$ cat config.mk
export PLATFORM = sky130hd
export DESIGN_NAME = store_narrow
export DESIGN_NICKNAME = d
export VERILOG_FILES = /design/src/rtl/store_narrow.sv
export SDC_FILE = /design/constraint.sdc
export NUM_CORES = 1
export LEC_CHECK = 0
export BUFFER_PORTS_ARGS = -buffer_cell sky130_fd_sc_hd__buf_2
export CAP_MARGIN = 25
export CORE_MARGIN = 5
export CORE_UTILIZATION = 43
export DETAILED_ROUTE_END_ITERATION = 10
export PLACE_DENSITY = 0.77
export SKIP_LAST_GASP = 1
export SYNTH_ARGS = -nofsm -noshare
export SYNTH_HDL_FRONTEND = slang
export SYNTH_HIERARCHICAL = 1
export SYNTH_SLANG_ARGS = --single-unit
export TNS_END_PERCENT = 5
$ cat constraint.sdc
create_clock -name clk -period 1.6 [get_ports clk]
set_clock_uncertainty 0.1 [all_clocks]
set_input_delay 0.08 -clock clk [delete_from_list [all_inputs] [get_ports clk]]
set_output_delay 0.08 -clock clk [all_outputs]
set_load 0.03 [all_outputs]
$ cat src/rtl/store_narrow.sv
// Sub-word store unit: read-modify-write of one word in a word-wide memory.
// Word stores write directly; byte/halfword stores read, merge one lane, and write back.
module sn_lane #(
  parameter int VEC_W = 8
) (
  input  logic             sel,
  input  logic [VEC_W-1:0] old_v,
  input  logic [VEC_W-1:0] new_v,
  output logic [VEC_W-1:0] q
);
  assign q = sel ? new_v : old_v;
endmodule

module store_narrow #(
  parameter int ADDR_W = 10
) (
  input  logic              clk,
  input  logic              reset,
  input  logic              req,
  output logic              ready,
  input  logic [31:0]       addr,
  input  logic [31:0]       wdata,
  input  logic [1:0]        SOp,
  output logic              done,
  output logic              err,
  output logic [ADDR_W-1:0] mem_addr,
  output logic              mem_rd,
  input  logic [31:0]       mem_rdata,
  output logic              mem_we,
  output logic [31:0]       mem_wdata
);
  localparam int NUM_LANES = 4;
  localparam int VEC_W     = 8;

  typedef enum logic [2:0] {IDLE, RD, MERGE, WR, DONE, ERR} st_t;

  st_t         st, ns;
  logic [1:0]  a_lo;
  logic [15:0] wd_q;
  logic [1:0]  sop_q;
  logic        bad;
  logic        acc;

  logic [NUM_LANES-1:0][VEC_W-1:0] old_l, new_l, mrg_l;
  logic [NUM_LANES-1:0]            lsel;

  // Upper address bits are intentionally dropped; memory aliases across them.
  logic unused_addr;
  assign unused_addr = ^{addr[31:ADDR_W+2]};

  assign bad = (SOp == 2'd3) ||
               (SOp == 2'd1 && addr[0]) ||
               (SOp == 2'd0 && addr[1:0] != 2'b00);
  assign acc = (st == IDLE) && req;

  always_comb begin
    ns = st;
    case (st)
      IDLE:    if (req) ns = bad ? ERR : (SOp == 2'd0 ? WR : RD);
      RD:      ns = MERGE;
      MERGE:   ns = WR;
      WR:      ns = DONE;
      DONE:    ns = IDLE;
      ERR:     ns = IDLE;
      default: ns = IDLE;
    endcase
  end

  assign old_l = mem_rdata;

  genvar i;
  generate
    for (i = 0; i < NUM_LANES; i++) begin : g_lane
      localparam logic [1:0] LI = i;
      // Byte store hits one lane; halfword store hits the pair sharing addr[1].
      assign lsel[i]  = (sop_q == 2'd2) ? (a_lo == LI) : (a_lo[1] == LI[1]);
      assign new_l[i] = (sop_q == 2'd2) ? wd_q[7:0] : wd_q[8*(i%2) +: 8];
      sn_lane #(.VEC_W(VEC_W)) u_lane (
        .sel  (lsel[i]),
        .old_v(old_l[i]),
        .new_v(new_l[i]),
        .q    (mrg_l[i])
      );
    end
  endgenerate

  always_ff @(posedge clk) begin
    if (!reset) begin
      st        <= IDLE;
      a_lo      <= '0;
      wd_q      <= '0;
      sop_q     <= '0;
      mem_addr  <= '0;
      mem_wdata <= '0;
    end else begin
      st <= ns;
      if (acc) begin
        a_lo  <= addr[1:0];
        wd_q  <= wdata[15:0];
        sop_q <= SOp;
        // Memory-facing registers only move for requests that will use them.
        if (!bad) begin
          mem_addr <= addr[ADDR_W+1:2];
          if (SOp == 2'd0) mem_wdata <= wdata;
        end
      end
      if (st == MERGE) mem_wdata <= mrg_l;
    end
  end

  assign ready  = (st == IDLE);
  assign mem_rd = (st == RD);
  assign mem_we = (st == WR);
  assign done   = (st == DONE);
  assign err    = (st == ERR);
endmodule
== Word-level counts from Yosys, hierarchy flattened ==
Index checks and enable logic that the tools add are counted.
Cells by class
  bitwise gates (word level): 2
  reduce and logical (&&, ||, !) cells: 13
  mux-type cells: 17
  equality and inequality tests: 13
Operators by type and width (number)
  $mux W32: 4
  $mux W8: 5
  $pmux W3 S4: 1
  $eq A2 B2 Y1 const B: 4
  $eq A3 B2 Y1 const B: 2
  $eq A3 B3 Y1 const B: 2
  $mux W3: 2
  $reduce_bool A2 Y1: 3
  $eq A2 B1 Y1 const B: 2
  $logic_not A2 Y1: 2
  $mux W1: 4
  $eq A3 B1 Y1 const B: 1
  $logic_and A1 B1 Y1: 3
  $logic_not A3 Y1: 1
  $reduce_and A3 Y1: 1
  $logic_or A1 B1 Y1: 2
  $mux W2: 1
  $ne A2 B1 Y1 const B: 1
  $ne A2 B2 Y1 const B: 1
  $not A1 Y1: 2
  $reduce_and A2 Y1: 1
Storage, ports and cells
  bits in registers: 65
  input bits: 101

== Longest topological paths before layout ==
  word-level depth: 7
  depth in mapped cells: 8
  depth with buffers taken out: 6

== Modules after synthesis ==
Netlist, hierarchy kept.
By module, submodules not included
  store_narrow: seq. area each 1301.2 µm², cells an instance 369, times used 1, area each 2746.4 µm²
  sn_lane: seq. area each 0.0 µm², cells an instance 9, times used 4, area each 131.4 µm²

== Worst setup path after synthesis ==
Ideal clock, no wire load.
  path type: reg-to-reg
  from: register st[2]
  to: register mem_addr[0]
  clock period less this slack: 1.851 ns
  arrival time: 1.680 ns
  stages on the path, launching flop included: 6
  setup slack: -0.251 ns
  buffers on the path: 1
  path through: dfxtp_1 buf_2 nor3_2 nand2_1 nor2_4 mux2i_1
Between the ends
  word-level cells in the longest chain between the ends: 3
Ends and longest elaborated chain
  from (decl): RTL line 37  | st_t st, ns;
  from (signal assigned): RTL line 96  | st <= ns;
  $logic_not A3 Y1
  net ready: RTL line 20  | output logic ready,
  $logic_and A1 B1 Y1: RTL line 54  | assign acc = (st == IDLE) && req;
  $reduce_and A2 Y1 (no line)
  to (signal assigned): RTL line 103  | mem_addr <= addr[ADDR_W+1:2];
  to (decl): RTL line 26  | output logic [ADDR_W-1:0] mem_addr,
The timed path passes the listed nets, and every way through them passes these cells.
A chain may end at the register's enable or synchronous reset.

==> impl_results.md <==
* Setup TNS at -1.83 ns
* Iter 0 DRT Violations at 200
* Global-route wire length before repair at 16700 µm
* Final Instance Count excl. Fillers at 688
* R2r setup slk at -0.11 ns
* Hold Crit Class: in2reg
* Port-buffer cells at 127
* Peak supply drop at 531 µV
* Die W at 97.2 µm
* PD cells at 998 nW/µm²
* Final min period at 1.71 ns
* Area of the core at 7330 µm²
* Final cycle utilization of the critical path at 107%
* Area after DPL at 4080 µm²
* Dpl cells at 617
* Layout cell share with drive strength beyond 1 at 37.2%
* Synth Cell Area at 3270 µm²
* Yosys cell types at 26
* Routability congestion estimate at 0.812
* HPWL after DPL at 6970 µm
* Num Clock Sinks at 65
* TritonCTS buffer count at 9
* Setup crit start: sop_q[1]
* Total wire length at 10500 µm
* Clock latency at the later pin of the worst-skew pair at 0.34 ns
* Max-slew headroom at 67.6%
* Worst-Margin Slew at 0.482 ns
* # DRC at 0
* Routed vias/inst at 5.16
* Status: complete, but fails checks
* RSZ-0062 raised after global routing: true
* Initial antenna violation count at 0
* Die Y at 97.2 µm
* Via Count at 3551
* Final setup margin at -0.111 ns
* Synthesized instance count at 405
* Seq/Total Area, Yosys at 39.8%
* Register bit total from synthesis at 65
* Failing checks: negative setup slack
* # IOs at 148
* Largest net degree at the start of global routing at 65
* Grt ovf at 0
* Worst-path fanout max at 4
* Max-slew violations at 0
* Remaining antenna violation count after routing at 0
* Lkg Pwr at 2.25 nW
* Synthesis-to-finish area growth at 50.0%
* Setup violators final at 32
* # fillers at 591
* Clock Tree Root: clkbuf_8
* Die Area at 9450 µm²
* Clock transition at path regs at 0.07 ns
* H-tree Lvls at 3
* Starting Density at 44.6%
* Worst setup EP type: register
* CP Capture Point: mem_wdata[3]
* CTS tree: built
* RR Endpoint: mem_wdata[3]
* CTS max path bufs at 2
* GRT Total Usage at 21.6%
* Final Cell Area at 4910 µm²
* Syn nets at 506
* WL/cell at 15.3 µm
* Yosys warning count at 6
* Crit path kind: reg2reg
* Hold Fails Final Rpt at 0
* Hold_ws at 0.0399 ns
* Ant. Diodes at 0
* FMAX at 585 MHz
* Number of global-route vias before repair at 3403
* Router iterations before antenna repair at 5
* WP data required at 1.71 ns
* Critical path launch point type: register
* Reg2reg path depth at 7
* Reg2reg start: sop_q[1]
* # Max-Cap Violations at 0
* WP data arrival at 1.83 ns
* Avg Cell Area, Syn at 8.08 µm²
* Fin nets at 686
* Cell row count at 31
## per-layer routing
metal,up-vias,share of wire (%),GRT usage [%]
li1,1736,-,-
met1,1648,40,26.7
met2,143,51,36.4
met3,24,6.5,5.24
met4,0,2.3,8.20
met5,-,0,0
## placed cells by master, fill, tap and decap left out, types with 2 or more instances in the layout
cell and count:
clkbuf_1 2, mux2i_1 10, o21ai_1 19, nor4_1 2, nand2_1 149, buf_6 6, o21ai_2 4, dlygate4sd3_1 48
buf_2 127, and3b_1 2, buf_4 19, nor2_4 2, clkbuf_8 10, mux2_4 32, o21ai_0 10, a21oi_1 22
nand2_2 2, nor2_1 3, a31oi_1 32, bufinv_16 2, dfxtp_1 62, nor3b_1 2, dfxtp_2 3, buf_12 3
## stage by stage
step | setup WS, ns | util (%) | power [mW]
final | -0.111 | 67.0 | 4.90
after global routing | -0.159 | 67.0 | 5.12
after CTS | -0.153 | 66.1 | 4.85
after detailed placement | -0.471 | 55.6 | 3.21
after global placement | -0.369 | 55.6 | 3.17
after floorplan | -0.0315 | - | 2.80
## area by class of cell
class / count / area (µm²) / share of cell area (%)
inverter: 1 / 3.75 / 0.0765
sequential: 65 / 1310 / 26.6
tap: 99 / 124 / 2.52
clock buffer: 12 / 145 / 2.96
clock inverter: 3 / 65.1 / 1.33
multi-input combinational: 305 / 1880 / 38.3
timing repair buffer: 203 / 1390 / 28.2
## cell usage after synthesis (all sizes together)
| cell | number | area share [%] |
|---|---|---|
| inv | 1 | 0.11 |
| nor4b | 1 | 0.46 |
| a21oi | 23 | 3.5 |
| nor3 | 2 | 0.46 |
| nor2 | 6 | 0.92 |
| nor4 | 2 | 0.38 |
| mux2i | 10 | 3.1 |
| a21boi | 1 | 0.23 |
| mux2 | 32 | 15 |
| a2111oi | 1 | 0.27 |
| buf | 10 | 2.5 |
| and2 | 1 | 0.19 |
| a211oi | 1 | 0.23 |
| nand2b | 2 | 0.38 |
| clkbuf | 24 | 2.8 |
| nor2b | 3 | 0.57 |
| and3b | 2 | 0.54 |
| dfxtp | 65 | 40 |
| a31oi | 32 | 6.1 |
| o21ai | 33 | 5.0 |
| nor3b | 2 | 0.46 |
| nand2 | 151 | 17 |
## power breakdown
part / switching [mW] / internal (mW)
clock: 0.632 / 0.911
sequential: 0.112 / 1.78
combinational: 0.799 / 0.659
## timing repair
item,4_1_cts,5_1_grt
hold buffers,48,0
pin swaps,2,4
setup buffers,7,1
setup endpoints to repair,32,43
endpoints found under the hold margin,65,0
gates resized for setup,5,39
## registers in the layout, indices dropped and copies added, names as in the netlist
signal	count
wd_q	16
mem_wdata	32
sop_q	2
a_lo	2
mem_addr	10
st	3
## worst min-delay path by stage
stage	from	end	slack [ns]	depth (start not counted)
3_3_place_gp	addr[7]	mem_addr[5]	0.23	3
4_1_cts	mem_rdata[24]	mem_wdata[24]	0.06	4
6_report	mem_rdata[24]	mem_wdata[24]	0.04	4
5_1_grt	mem_rdata[7]	mem_wdata[7]	0.06	4
2_1_floorplan	wdata[10]	wd_q[10]	0.12	2
3_5_place_dp	addr[6]	mem_addr[4]	0.23	3
## kinds of logic after synthesis
group / synth area share [%]
mux: 17.7
simple gates: 21.7
compound gates: 15.4
buf+inv: 5.39
flops: 39.8
## critical path: stages, from the launching register on
cell and delay (ns):
dfxtp_2 0.34, buf_6 0.11, nor2b_4 0.14, a21oi_4 0.25, buf_6 0.13, mux2_4 0.29
o21ai_1 0.15, a31oi_1 0.06
No activity file was read; power rests on OpenSTA's default activity.
